[config.mk]
export PLATFORM = sky130hd
export DESIGN_NAME = key_event_reader
export DESIGN_NICKNAME = d
export VERILOG_FILES = /design/src/rtl/key_event_reader.sv
export SDC_FILE = /design/constraint.sdc
export NUM_CORES = 1
export LEC_CHECK = 0
export CAP_MARGIN = 15
export CORE_MARGIN = 4
export CORE_UTILIZATION = 48
export CTS_CLUSTER_SIZE = 25
export DETAILED_ROUTE_END_ITERATION = 12
export HOLD_SLACK_MARGIN = 0.02
export PLACE_DENSITY = 0.83
export SLEW_MARGIN = 20
export SYNTH_ARGS = -nofsm -noshare
export SYNTH_HDL_FRONTEND = slang
export SYNTH_SLANG_ARGS = --single-unit
[constraint.sdc]
create_clock -name clk -period 2.2 [get_ports clk]
set_input_delay 0.44 -clock clk [delete_from_list [all_inputs] [get_ports clk]]
set_output_delay 0.44 -clock clk [all_outputs]
set_load 0.005 [all_outputs]
[src/rtl/key_event_reader.sv]
// Consumer side of the 4-button encoder: synchronises and debounces the latched
// code/press, captures one event per press, releases the encoder latch and queues events.
module key_event_reader #(
    parameter int DEBOUNCE_CYCLES = 16,
    parameter int FIFO_DEPTH      = 4,
    parameter int FIFO_AW         = 2
) (
    input  logic               clk,
    input  logic               reset,
    input  logic               s0,
    input  logic               s1,
    input  logic               press,
    output logic               clear,
    output logic               key_valid,
    output logic [1:0]         key_code,
    output logic [3:0]         key_onehot,
    input  logic               key_ready,
    output logic [FIFO_AW:0]   fifo_count,
    output logic               overflow
);

    localparam int CNT_W = (DEBOUNCE_CYCLES > 2) ? $clog2(DEBOUNCE_CYCLES) : 1;
    localparam logic [CNT_W-1:0]  CNT_MAX = CNT_W'(DEBOUNCE_CYCLES - 1);
    localparam logic [FIFO_AW:0]  DEPTH_C = (FIFO_AW + 1)'(FIFO_DEPTH);

    typedef enum logic [1:0] {IDLE, DEBOUNCE, CAPTURE, CLEAR_S} state_t;

    state_t             state_q, state_d;
    logic [2:0]         meta_q, sync_q;
    logic [1:0]         cand_q, cand_d;
    logic [CNT_W-1:0]   cnt_q, cnt_d;
    logic               clear_q, clear_d;
    logic [FIFO_AW-1:0] wr_q, rd_q;
    logic [FIFO_AW:0]   count_q;
    logic               ovf_q;
    logic [1:0]         mem_q [FIFO_DEPTH];

    logic       ps;
    logic [1:0] cs;
    logic       full, pop, push, drop;

    // Two-flop synchronisers; bit order {press, s1, s0}
    always_ff @(posedge clk) begin
        if (reset) begin
            meta_q <= 3'b000;
            sync_q <= 3'b000;
        end else begin
            meta_q <= {press, s1, s0};
            sync_q <= meta_q;
        end
    end

    assign ps = sync_q[2];
    assign cs = sync_q[1:0];

    always_ff @(posedge clk) begin
        if (reset) begin
            state_q <= IDLE;
            cand_q  <= 2'b00;
            cnt_q   <= '0;
            clear_q <= 1'b0;
        end else begin
            state_q <= state_d;
            cand_q  <= cand_d;
            cnt_q   <= cnt_d;
            clear_q <= clear_d;
        end
    end

    always_comb begin
        state_d = state_q;
        cand_d  = cand_q;
        cnt_d   = cnt_q;
        case (state_q)
            IDLE: begin
                if (ps) begin
                    cand_d  = cs;
                    cnt_d   = '0;
                    state_d = DEBOUNCE;
                end
            end
            DEBOUNCE: begin
                if (!ps) begin
                    state_d = IDLE;
                end else if (cs != cand_q) begin
                    cand_d = cs;
                    cnt_d  = '0;
                end else if (cnt_q == CNT_MAX) begin
                    state_d = CAPTURE;
                end else begin
                    cnt_d = cnt_q + CNT_W'(1);
                end
            end
            CAPTURE: state_d = CLEAR_S;
            CLEAR_S: if (!ps) state_d = IDLE;
            default: state_d = IDLE;
        endcase
    end

    // A full FIFO still accepts the capture when the consumer pops in the same cycle
    always_comb begin
        clear_d = (state_d == CLEAR_S);
        push    = (state_q == CAPTURE) && (!full || pop);
        drop    = (state_q == CAPTURE) && full && !pop;
    end

    assign full = (count_q == DEPTH_C);
    assign pop  = key_valid & key_ready;

    always_ff @(posedge clk) begin
        if (reset) begin
            wr_q    <= '0;
            rd_q    <= '0;
            count_q <= '0;
            ovf_q   <= 1'b0;
        end else begin
            if (push) wr_q <= wr_q + FIFO_AW'(1);
            if (pop)  rd_q <= rd_q + FIFO_AW'(1);
            case ({push, pop})
                2'b10:   count_q <= count_q + (FIFO_AW + 1)'(1);
                2'b01:   count_q <= count_q - (FIFO_AW + 1)'(1);
                default: count_q <= count_q;
            endcase
            if (drop) ovf_q <= 1'b1;
        end
    end

    always_ff @(posedge clk) begin
        if (push) mem_q[wr_q] <= cand_q;
    end

    assign key_valid  = (count_q != '0);
    assign key_code   = key_valid ? mem_q[rd_q] : 2'b00;
    assign key_onehot = key_valid ? (4'b0001 << key_code) : 4'b0000;
    assign fifo_count = count_q;
    assign overflow   = ovf_q;
    assign clear      = clear_q;

endmodule

# Word level (Yosys, flattened, before mapping)
# Memory sizes are Yosys's and may differ from the RTL's. A register that Yosys moved wholly into a read port is not among the register bits.
# Cells that the tools add are included.
# classes
bitwise_logic,1
n_addsub,5
div,0
multipliers,0
magnitude_cmp,0
muxes,22
shifts,1
reduce_logical,12
n_eq_ne,13
# ops
op,count
$mux W2,11
$mux W4,5
$eq A2 B2 Y1 const B,4
$pmux W2 S4,1
$pmux W4 S2,1
$reduce_and A4 Y1,2
$ne A2 B2 Y1 const B,3
$pmux W3 S2,1
$add A2 B1 Y2 const B,2
$add A4 B1 Y4 const B,1
$eq A2 B1 Y1 const B,2
$eq A4 B4 Y1 const B,1
$pmux W2 S2,1
$reduce_bool A2 Y1,2
$shl A1 B2 Y4 const A,1
$add A3 B1 Y3 const B,1
$eq A3 B3 Y1 const B,1
$logic_and A1 B1 Y1,3
$ne A3 B3 Y1 const B,1
$reduce_bool A3 Y1,1
$sub A3 B1 Y3 const B,1
$logic_not A1 Y1,2
$logic_not A2 Y1,1
$mux W1,2
other kinds (3),3
# totals
mem_bits_ro,0
register_bits,23
ramBits,8
n_memories,1
latchBits,0
output_inout_bits,12
# memory_table
name,words,word_bits,rd,rd_clocked_by_memory_dff,write_ports,line_no,text
mem_q,4,2,1,1,1,36,logic [1:0] mem_q [FIFO_DEPTH];

# Logic depth before layout (Yosys ltp)
# Gate-level depths: netlist of the first run.
# logic_depth
depth_word,6
ltp_mapped,9
mapped_depth_nobuf,8

# Worst setup path before layout of the first run
# No wires, ideal clock.
# synth_timing
kind,register -> register
from,"register count_q[0], in the netlist fifo_count[0]"
to,"register count_q[2], in the netlist fifo_count[2]"
slack_ns,0.106
required_time_ns,2.129
path_buffers,0
synth_period_minus_slack_ns,2.094
arrival_time_ns,2.022
path_stages_with_launch,9
path_cell_list,dfxtp_1 nor3_2 inv_2 and2_1 ha_1 fa_1 xnor2_1 or3_1 a21oi_1
# synth_via
elab_chain_cells,6
# synth_rtl
item,line_no,text
from (decl),34,logic [FIFO_AW:0] count_q;
from (signal assigned),120,2'b10: count_q <= count_q + (FIFO_AW + 1)'(1);
from (signal assigned),121,2'b01: count_q <= count_q - (FIFO_AW + 1)'(1);
from (signal assigned),122,default: count_q <= count_q;
$reduce_bool A3 Y1 (*),132,assign key_valid = (count_q != '0);
named net key_valid,14,"output logic key_valid,"
$and A1 B1 Y1 (*),108,assign pop = key_valid & key_ready;
named net pop,40,"logic full, pop, push, drop;"
$logic_or A1 B1 Y1,103,push = (state_q == CAPTURE) && (!full || pop);
$logic_and A1 B1 Y1,103,
$eq A2 B1 Y1 or $eq A2 B2 Y1 (tied branches),119,"case ({push, pop})"
$pmux W3 S2 or $reduce_bool A2 Y1 (tied branches),-,
# Mark *: on every way through the listed nets, which the timed path passes. The rest lies on a longest branch.
# A chain may end at the register's enable or synchronous reset.

# Worst setup path in the final report of the first run
# layout_timing
from,input port key_ready
to,"register count_q[2], in the netlist fifo_count[2]"
# layout_via
elab_chain_cells,5
# layout_rtl
item,line_no,text
from (decl),17,"input logic key_ready,"
$and A1 B1 Y1 (*),108,
$logic_or A1 B1 Y1,103,
$logic_and A1 B1 Y1,103,
$eq A2 B1 Y1 or $eq A2 B2 Y1 (tied branches),119,
$pmux W3 S2 or $reduce_bool A2 Y1 (tied branches),-,
# Every way passes the cells marked *; elsewhere a longest branch is shown, timed or not.

==> impl_metrics.ini, run 1 <==
[run_status]
status = completed

[logic_synthesis]
synth_nets = 142
synth_cell_types = 35
synth-edff-count = 8
synth-async-reset-ratio_pct = 0
synth_adder_area_share_pct = 6.79
synth_flop_cell = dfxtp_1
yosysTopAreaCellShare_pct = 35.7
ys_warn_count = 0
synth_top_family_by_area = simple AND/OR/NAND/NOR gates
synth_mux_area_share_pct = 4.65
synth-seq-cells = 33
synth_area_leaders = dfxtp_1 (36%), edfxtp_1 (17%), ha_1 (5.4%)
synthCells = 129
ys_seq_area_share_pct = 52.9
synth_xor_area_share_pct = 4.92
synth_compound_area_share_pct = 6.43
avgSynthCellArea_um2 = 10.9
synthSimpleGateAreaFrac_pct = 21.5
synth.largest_area_cell = dfxtp_1
syn-cell-area_um2 = 1400

[route]
totalWireLength_um = 2380
drt-initial-drc-count = 16
wl_per_cell_um = 12.4
drtPass1Iterations = 3
drc_errors = 0
avgViaCountPerCell = 5.10
ant_nets = 0
vias = 985

[floorplan]
core_area_um2 = 2780
die_area_um2 = 3840
die_w_um = 62.0
start_util_pct = 50.3
die_h_um = 62.0
io_pins = 18
row_count = 19

[power]
switchingPower_w = 0.000210
clkPwrFrac_pct = 32.0
vdd_ir_drop_max_mv = 0.468
switching_share_pct = 21.6
p_seq_share_pct = 64.6
p_int_w = 0.000761
p_leak_nw = 0.710
power_density_nw_per_um2 = 561
power_frac_comb_pct = 3.4

[timing]
grt_setup_unrepaired = true
period_needed_ns = 2.13
max_freq_ghz = 0.468
fin_ws_ns = 0.0650
fin_skew_ns = 0.00842
fin_crit_sh_pct = 97.0
setup_viol = 0
hold_viol_final = 0
worst_pin_slew_ns = 0.417
maxSlewHeadroom_pct = 72.1
hold_ws_ns = 0.444
drv_slew = 0

[cts]
htreeDepth = 2
clk_pin_slew_ns = 0.09
ctsHoldBuffers = 0
cts_tree = built
root_buffer = clkbuf_4
cts.sinks = 33
numCtsBuffers = 5
clock_latency_ns = 0.33
clockBufferDepth = 2

[place]
globalplace.congestion = 0.756
place_ws_ns = -0.269
io_buffers = 17
place_inst = 183
dp_hpwl_um = 1810

[worst_hold_path]
hold_path_class = register to register

[layout]
nets = 174
drive_gt1_share_pct = 21.0
n_antenna_cell = 0
finalNonFillerCells = 193
area_growth_pct = 23.5

[critical_path]
worstSetupEndpointType = register
cp-start-kind = primary input
worstPathRequired_ns = 2.47
worstPathArrival_ns = 2.40
crit_fanout = 3
timing_worst_setup_path_type = primary input to register

[global_routing]
grt_pass1_vias = 959
antenna_found_initial = 0
overflow = 0
grt_pass1_wl_um = 4040
grt_max_degree = 11
track_usage_pct = 14.8

[job]
drv_cap = 0
[registers in the layout (all words and copies together), names as in the netlist, named ones only]
register,count
fifo_count,3
sync_q,3
clear,1
wr_q,2
cnt_q,4
overflow,1
cand_q,2
state_q,2
meta_q,3
rd_q,2
mem_q,8
[timing repair]
action,4_1_cts,5_1_grt
endpoints found under the setup margin,6,4
gates resized for setup,14,4
buffers inserted,2,0
[final cells by class]
cell class / count / area, µm²
Clock inverter: 2 / 10.0
Tap cell: 31 / 38.8
Clock buffer: 6 / 41.3
Multi-Input combinational cell: 86 / 629
Inverter: 7 / 26.3
Fill cell: 227 / 1050
Timing Repair Buffer: 28 / 241
Sequential cell: 33 / 742
[synthesized netlist by cell type, types with 3 or more instances]
library cell,instances
and2_1,7
nand3_1,3
inv_1,6
xor2_1,3
nand2_1,6
xnor2_1,3
nor2b_1,8
ha_1,6
o21ai_1,3
nor2_1,12
nor3_1,3
edfxtp_1,8
dfxtp_1,25
a21oi_1,10
[logic make-up after synthesis]
logic type	count (synthesis)
XOR/XNOR	7
AND/OR/NAND/NOR	52
multiplexers	4
AO/OA/AOI/OAI	16
adder cells (fa/ha/maj)	7
flip-flops	33
buffers and inverters	10
[power groups by stage]
stage / combinational [W] / sequential (W) / clock [W]
finish: 0.0000328 / 0.000627 / 0.000311
global placement: 0.0000318 / 0.000641 / 0
floorplan: 0.0000171 / 0.000640 / 0
global route: 0.0000362 / 0.000628 / 0.000357
CTS: 0.0000331 / 0.000628 / 0.000324
detailed placement: 0.0000331 / 0.000642 / 0
[cell usage in the layout (no fill, tap or decap), types with 5 or more instances in the layout]
cell type and n:
nor2b_1 8, dfxtp_1 24, inv_1 6, buf_4 10
ha_1 6, edfxtp_1 8, a21oi_1 10, nand2_1 5
and2_1 7, clkdlybuf4s50_1 11, nor2_1 12, clkbuf_4 5
[layer usage]
metal | track usage (%) | routed length (µm) | up-vias
met5 | 0 | 0 | -
met4 | 5.45 | 42 | 0
met3 | 6.20 | 128 | 7
met2 | 25.4 | 1200 | 19
met1 | 16.3 | 1010 | 457
li1 | - | - | 502
[final timing paths]
check | start | endpoint | cells past startpoint | slack (ns)
worst min-delay path | meta_q[2] | sync_q[2] | 1 | 0.44
worst max-delay path | key_ready | fifo_count[2] | 9 | 0.07
worst min register to register | meta_q[2] | sync_q[2] | 1 | 0.44
worst max register to register | fifo_count[2] | fifo_count[2] | 8 | 0.11
[stage by stage]
| stage | util (%) | total power [W] | setup TNS [ns] | instance area [µm²] |
|---|---|---|---|---|
| after floorplan | - | 0.000658 | 0 | 1400 |
| after global placement | 59.8 | 0.000673 | -0.217 | 1660 |
| after detailed placement | 59.8 | 0.000675 | -0.305 | 1660 |
| after CTS | 61.9 | 0.000985 | -0.0555 | 1720 |
| after global routing | 62.2 | 0.00102 | -0.0668 | 1730 |
| final | 62.2 | 0.000971 | 0 | 1730 |
[critical path: stages]
cell,delay (ns)
clkdlybuf4s50_1,0.51
nor4b_2,0.07
nor2b_1,0.15
inv_1,0.06
ha_1,0.20
fa_1,0.38
xnor2_1,0.15
or3_1,0.30
a21oi_1,0.13
Note: power is estimated with default switching activity, not from simulation.
==> run 2, diff against run 1 <==
- CORE_UTILIZATION: 48 -> 40
- PLACE_DENSITY: 0.83 -> 0.72
==> impl_metrics.ini, run 2 (synthesis results as in run 1) <==
[layout]
largest_reg_flops = 8
drive_gt1_share_pct = 23.9
stdcell_area_um2 = 1780
register_area_um2 = 747
n_antenna_cell = 0
fin_util_pct = 52.8
area_growth_pct = 26.9
most-common-layout-cells = dfxtp_1 (20), nor2_1 (12), buf_4 (11), a21oi_1 (10), clkdlybuf4s50_1 (10)
top_register = mem_q
layout_commonest_cell = dfxtp_1
final.fill_count = 330
nets = 175
multi_input_area_um2 = 632
top_regs = mem_q: 8 flops, cnt_q: 4 flops

[route]
vias = 979
drtPass1Iterations = 4
avgViaCountPerCell = 4.68
totalWireLength_um = 2330
ant_nets = 0
drc_errors = 0
drt-initial-drc-count = 11
wl_per_cell_um = 11.2

[floorplan]
die_w_um = 67.2
core_area_um2 = 3360
die_area_um2 = 4510
row_count = 21
start_util_pct = 41.6
die_h_um = 67.2
io_pins = 18

[cts]
cts.sinks = 33
htreeDepth = 2
cts_tree = built
clockBufferDepth = 2
clock_latency_ns = 0.33
numCtsBuffers = 5
root_buffer = clkbuf_4
ctsHoldBuffers = 0
clk_pin_slew_ns = 0.10

[critical_path]
worstSetupEndpointType = primary output
crit_buf_inv = 2
path_cells = mux4_2, buf_6, nor3_1, clkdlybuf4s15_1
cp_slowest_cell = mux4_2
crit_fanout = 3
worstPathArrival_ns = 1.71
max_stage_delay_ns = 0.54
worstPathRequired_ns = 1.76
timing_worst_setup_path_type = register to primary output
path_delay_family = multiplexers
cp-start-kind = register

[global_routing]
grt_pass1_wl_um = 4050
track_usage_pct = 12.1
grt_max_degree = 11
overflow = 0
antenna_found_initial = 0
grt_pass1_vias = 942

[timing]
worst_pin_slew_ns = 0.433
drv_slew = 0
fin_tns_setup_ns = 0
maxSlewHeadroom_pct = 71.0
fin_skew_ns = 0.00698
setup_viol = 0
grt_setup_unrepaired = true
fin_crit_sh_pct = 97.9
max_freq_ghz = 0.464
period_needed_ns = 2.15
hold_viol_final = 0

[power]
power_density_nw_per_um2 = 564
vdd_ir_drop_max_mv = 0.340
p_leak_nw = 0.710

[place]
globalplace.congestion = 0.780
io_buffers = 17
dpl_cell_area_um2 = 1680
dp_hpwl_um = 1780

[worst_hold_path]
hold_path_class = register to register

[run_status]
status = completed

[job]
drv_cap = 0
==> run 2: layout make-up <==
| type | count | area share, % |
|---|---|---|
| sequential | 33 | 42.0 |
| multi-input combinational | 86 | 35.6 |
| timing repair buffer | 29 | 14.3 |
| tap | 46 | 3.24 |
| clock buffer | 6 | 2.89 |
| inverter | 7 | 1.48 |
| clock inverter | 2 | 0.493 |
==> run 2: worst paths after layout <==
path	start	endpoint	slack [ns]	cells past startpoint
max	register	key_onehot[0]	0.05	4
min reg2reg	meta_q[1]	sync_q[1]	0.44	1
min	meta_q[1]	sync_q[1]	0.44	1
max reg2reg	fifo_count[2]	fifo_count[2]	0.09	8
==> run 2: metrics by stage <==
| step | power, W | std cells | setup slack [ns] | hold WS (ns) |
|---|---|---|---|---|
| after floorplan | 0.000658 | 129 | 0.106 | 0.414 |
| after global placement | 0.000674 | 198 | -0.217 | 0.422 |
| after detailed placement | 0.000674 | 198 | -0.338 | 0.424 |
| after CTS | 0.00102 | 207 | 0.00608 | 0.446 |
| after global routing | 0.00105 | 209 | -0.0800 | 0.460 |
| final | 0.00100 | 209 | 0.0467 | 0.442 |
==> run 2: per-layer routing <==
metal	track usage, %	wire, µm
met4	6.08	51
met1	13.2	998
met5	0	0
met3	4.66	126
met2	20.2	1150
==> run 2: repair_timing <==
action,4_1_cts,5_1_grt
pin swaps,1,1
buffers inserted,1,2
resized for setup,11,11
setup endpoints to repair,6,5
==> run 2: where the power goes <==
group / internal (W) / switching [W]
clock network: 0.000150 / 0.000193
logic: 0.0000158 / 0.0000162
registers: 0.000624 / 0.00000350
total: 0.000790 / 0.000213
==> run 3, diff against run 2 <==
- PLACE_DENSITY: 0.72 -> 0.7
- clock period: 2.2 -> 2.6 ns (I/O delays scaled with it)
==> impl_metrics.ini, run 3 (synthesis results as in run 1) <==
[run_status]
status = completed

[critical_path]
r2r-end = fifo_count[2]
worstSetupEndpointType = primary output
cp-start-kind = register
timing_worst_setup_path_type = register to primary output
worstPathArrival_ns = 1.94
r2r_slack_ns = 0.32
rr_startpoint = fifo_count[0]
r2r_cells = 8
cp_slowest_cell = mux4_2
worstPathRequired_ns = 2.08
max_stage_delay_ns = 0.56
path_cells = mux4_2, nor3_2, clkdlybuf4s50_1
crit_fanout = 4

[layout]
largest_reg_flops = 8
stdcell_area_um2 = 1690
fin_util_pct = 50.3
register_area_um2 = 742
final.fill_count = 319
top_register = mem_q
nets = 165
area_growth_pct = 20.9
multi_input_area_um2 = 631
layout_commonest_cell = dfxtp_1
n_antenna_cell = 0
top_regs = mem_q: 8 flops, cnt_q: 4 flops
most-common-layout-cells = dfxtp_1 (24), clkdlybuf4s50_1 (17), nor2_1 (12), a21oi_1 (10)
drive_gt1_share_pct = 15.0

[power]
p_int_w = 0.000643
switchingPower_w = 0.000181
power_density_nw_per_um2 = 487
p_leak_nw = 0.624
switching_share_pct = 21.9
clkPwrFrac_pct = 32.4
p_seq_share_pct = 64.4
power_frac_comb_pct = 3.2
vdd_ir_drop_max_mv = 0.235

[place]
dpl_cell_area_um2 = 1630
dp_hpwl_um = 1750
io_buffers = 17
globalplace.congestion = 0.795

[cts]
htreeDepth = 2
clockBufferDepth = 2
cts_tree = built
cts.sinks = 33
root_buffer = clkbuf_4
clock_latency_ns = 0.33
cts_setup_buffers = 0
clk_pin_slew_ns = 0.10
numCtsBuffers = 5

[timing]
fin_crit_sh_pct = 94.6
hold_ws_ns = 0.445
fin_skew_ns = 0.00571
worst_pin_slew_ns = 0.448
hold_viol_final = 0
drv_slew = 0
setup_viol = 0
grt_setup_unrepaired = false
maxSlewHeadroom_pct = 70.0
fin_tns_setup_ns = 0
period_needed_ns = 2.46
max_freq_ghz = 0.406

[floorplan]
start_util_pct = 41.6
io_pins = 18
row_count = 21
die_area_um2 = 4510
core_area_um2 = 3360
die_h_um = 67.2
die_w_um = 67.2

[worst_hold_path]
hold_depth = 1
holdCritStartpoint = meta_q[1]
min_to = sync_q[1]
hold_path_class = register to register

[route]
vias = 968
drtPass1Iterations = 2
avgViaCountPerCell = 4.86
drc_errors = 0
ant_nets = 0
wl_per_cell_um = 11.5
drt-initial-drc-count = 39
totalWireLength_um = 2300

[job]
drv_cap = 0

[global_routing]
grt_max_degree = 14
overflow = 0
grt_pass1_vias = 947
track_usage_pct = 12.6
antenna_found_initial = 0
grt_pass1_wl_um = 4130
==> run 3: cell count changes in the layout (fill, tap and decap cells not counted), moves of 4 or more <==
cell / delta
clkdlybuf4s50_1: +7
dfxtp_2: -4
buf_4: -9
dfxtp_1: +4
==> run 3: what timing repair did <==
action	CTS	global route
setup endpoints to repair	0	2
gates resized for setup	0	3
endpoints found under the hold margin	0	0
hold buffers	0	0
==> run 3: stage by stage <==
step | power (W) | setup WS, ns | std cells
2_1_floorplan | 0.000556 | 0.506 | 129
3_3_place_gp | 0.000569 | 0.0757 | 191
3_5_place_dp | 0.000570 | -0.0209 | 191
4_1_cts | 0.000837 | 0.0398 | 199
5_1_grt | 0.000864 | 0.0362 | 199
6_report | 0.000824 | 0.140 | 199
==> run 3: power groups by stage <==
| stage | registers, W | clock network, W | logic, W |
|---|---|---|---|
| final | 0.000531 | 0.000267 | 0.0000265 |
| after detailed placement | 0.000543 | 0 | 0.0000269 |
| after global routing | 0.000532 | 0.000303 | 0.0000294 |
| after floorplan | 0.000542 | 0 | 0.0000145 |
| after CTS | 0.000531 | 0.000279 | 0.0000269 |
| after global placement | 0.000543 | 0 | 0.0000264 |
==> run 3: cell type report <==
type | instances | area share [%]
timing repair buffer | 19 | 10.9
tap | 46 | 3.40
sequential | 33 | 43.8
multi-input combinational | 86 | 37.3
clock inverter | 2 | 0.591
inverter | 7 | 1.55
clock buffer | 6 | 2.44
==> run 3: worst max path at each step <==
stage / startpoint / end / slack (ns) / cells after the start
2_1_floorplan: fifo_count[0] / fifo_count[2] / 0.51 / 8
3_3_place_gp: key_ready / fifo_count[2] / 0.08 / 9
3_5_place_dp: key_ready / fifo_count[2] / -0.02 / 9
4_1_cts: register / key_onehot[2] / 0.04 / 3
5_1_grt: mem_q[3][0] / key_onehot[0] / 0.04 / 3
6_report: register / key_onehot[0] / 0.14 / 3
==> run 3: routing by layer <==
| metal | vias to the layer above | GRT usage [%] | part of all wire [%] |
|---|---|---|---|
| met5 | - | 0 | 0 |
| met4 | 0 | 7.34 | 3.0 |
| met3 | 7 | 5.99 | 6.9 |
| met2 | 21 | 20.0 | 48 |
| met1 | 454 | 13.6 | 42 |
| li1 | 486 | - | - |
==> run 3: worst max-delay path, delay by kind of cell, from the launching register on <==
family	cells	cell delay, ns
flops	1	0.37
simple gates	1	0.17
mux	1	0.56
buf+inv	1	0.51
==> edit, RTL diff (settings of run 1) <==
Set the parameter `DEBOUNCE_CYCLES` to 32 (it was 16).
--- a/src/rtl/key_event_reader.sv
+++ b/src/rtl/key_event_reader.sv
@@ -1,7 +1,7 @@
 // Consumer side of the 4-button encoder: synchronises and debounces the latched
 // code/press, captures one event per press, releases the encoder latch and queues events.
 module key_event_reader #(
-    parameter int DEBOUNCE_CYCLES = 16,
+    parameter int DEBOUNCE_CYCLES = 32,
     parameter int FIFO_DEPTH      = 4,
     parameter int FIFO_AW         = 2
 ) (
Formal check against the unedited RTL: no difference found for any inputs over 10 cycles, from zero or initial values and one cycle with reset high; that may be too few to reach the edited logic, so the function may still have changed.
==> edit against run 1 <==
- sequential cell count rose by 1
- combinational power rose by 31%
- worst setup slack better by 0.035 ns
- final area grew 11%
- clock skew up 0.00068 ns
- count of clock-buffer cells in the layout unchanged
- power grew 3.0%
- hold slack gained 0.0064 ns
- synthesized area up 16%
- routed wire length is 21% higher
- synthesized cell count increased by 19%
- critical endpoint is now key_code[0]
- largest cell class is now multi-input combinational cells
==> edit: results (changes against run 1) <==
Global route
  • First-pass GRT wire length: 5040 um (+25%)
  • Number of global-route vias before repair: 1178 (+23%)
  • Largest net degree at the start of global routing: 28 (+17)
  • Total track usage: 0.151 (+0.00232)
  • Initial antenna violation count: 0 (unchanged)

Placed design
  • Routability Congestion: 0.812 (+7.4%)
  • Cell Count Post-Placement: 212 (+16%)
  • HPWL Detailed: 2130 um (+18%)
  • Quantity of I/O buffers inserted on ports: 17 (unchanged)

Synth
  • Synth area leaders: dfxtp_1 (32%), edfxtp_1 (15%), ha_1 (4.6%)
  • Synth Net Count: 166 (+17%)
  • Avg Inst Size Synth: 10.6 um^2 (-2.0%)
  • FFs w/ async S/R, synth: 0 (unchanged)
  • Post-synth top flop: dfxtp_1
  • Synth unique cells: 47 (+34%)
  • Post-synth top cells: dfxtp_1 (26), inv_1 (10), nor2_1 (9), edfxtp_1 (8)
  • Number of synthesized flops with an enable pin: 8 (unchanged)
  • Post-synthesis sequential area ratio: 0.468 (-0.0614)

Pwr
  • LEAKAGE: 0.714 nW (+0.60%)
  • VDD IR max: 0.401 mV (-14%)

Finish
  • Fin cells: 222 (+15%)
  • Nets@finish: 190 (+9.2%)
  • # diodes: 0 (unchanged)
  • Biggest regs: mem_q: 8 flops, cnt_q: 5 flops
  • Share of cells above drive strength 1: 0.197 (-0.0132)
  • Fillers: 278 (+22%)

Run status
  • Status: complete, no violations

Clocking
  • Clk Latency, worst-skew pair: 0.32 ns
  • CTS Root Cell: clkbuf_4

Routing
  • Total wire length: 2880 um (+21%)
  • DR vias: 1177 (+19%)
  • Initial DRC Count: 63 (+47)
  • TritonRoute pass-1 iters: 4 (+1)

Setup path
  • Critical path arrival: 1.66 ns (-0.74 ns)
  • Slowest CP cell: mux4_2
  • CP top delay family: multiplexers
  • Crit-path max FO: 3 (unchanged)

Hold path
  • Worst hold path class: reg2reg

Timing
  • Clk_skew: 0.00910 ns (+0.000676 ns)
  • Max_slew headroom: 0.717 (-0.00469)
## edit: cell count changes in the layout (fill, tap and decap cells not counted), moves of 3 or more
| cell | delta |
|---|---|
| nand3_1 | +3 |
| a21o_1 | +3 |
| a21oi_1 | -3 |
| nand3b_1 | +3 |
| nand2b_1 | +3 |
| nor3_1 | -3 |
| nor2_1 | -3 |
| o21ai_1 | -3 |
| inv_1 | +4 |
| buf_4 | -4 |
## edit: final cells by class
cell class,instances,area (um^2),area share
Inverter,11,41.3,0.0215
Timing Repair Buffer,24,209,0.109
Tap cell,44,55.1,0.0286
Multi-Input combinational cell,101,803,0.417
Clock inverter,2,8.76,0.00455
Clock buffer,6,41.3,0.0215
Sequential cell,34,766,0.398
## edit: kinds of logic (layout without fill, tap and decap cells)
group	after synthesis	count (layout)	synth area share
XOR/XNOR	6	6	0.0369
adder cells (fa/ha/maj)	7	7	0.0585
multiplexers	4	4	0.0400
flip-flops	34	34	0.468
AND/OR/NAND/NOR	56	56	0.210
AO/OA/AOI/OAI	28	28	0.141
buffers and inverters	18	43	0.0462
## edit: routing by layer
layer / wire (um) / track usage / share of wire
met3: 132 / 0.0459 / 0.046
met2: 1520 / 0.280 / 0.53
met4: 34 / 0.0533 / 0.012
met1: 1200 / 0.158 / 0.41
met5: 0 / 0 / 0
## edit: path summary, 6_finish.rpt
check                                   from                         end  slack (ns)  cells past startpoint
setup reg to reg  fifo_count[0]$_SDFFE_PP0P_  fifo_count[2]$_SDFFE_PP0P_        0.19                      7
hold / removal          meta_q[1]$_SDFF_PP0_        sync_q[1]$_SDFF_PP0_        0.45                      1
hold reg to reg         meta_q[1]$_SDFF_PP0_        sync_q[1]$_SDFF_PP0_        0.45                      1
setup / recovery       mem_q[2][0]$_DFFE_PP_                 key_code[0]         0.1                      3
## edit: metrics by stage
step	setup WS, ns	power, mW	cell area, um^2	setup TNS [ns]
after detailed placement	-0.0272	0.703	1860	-0.0272
after CTS	0.0106	1.01	1930	0
after global placement	0.0153	0.701	1860	0
after global routing	-0.00149	1.05	1920	-0.00149
after floorplan	0.269	0.687	1630	0
final	0.0997	1.00	1920	0
## edit: timing repair
action,CTS,global route
setup endpoints to repair,6,5
gates cloned,0,0
hold buffers,0,0
setup buffers,2,0
pin swaps,2,1
resized for setup,13,7
## edit: worst reg2reg max path, delay by kind of cell, from the launching register on
family | cells | cell delay [ns]
AOI/OAI and AO/OA | 2 | 0.26
adders and majority gates | 1 | 0.44
buffers and inverters | 1 | 0.13
DFF | 1 | 0.46
and+or+nand+nor | 3 | 0.61
## edit: report_power, final
part | switching (mW) | internal (mW) | leakage (nW)
clock network | 0.192 | 0.120 | 0.0297
logic | 0.0229 | 0.0201 | 0.398
registers | 0.00361 | 0.641 | 0.286
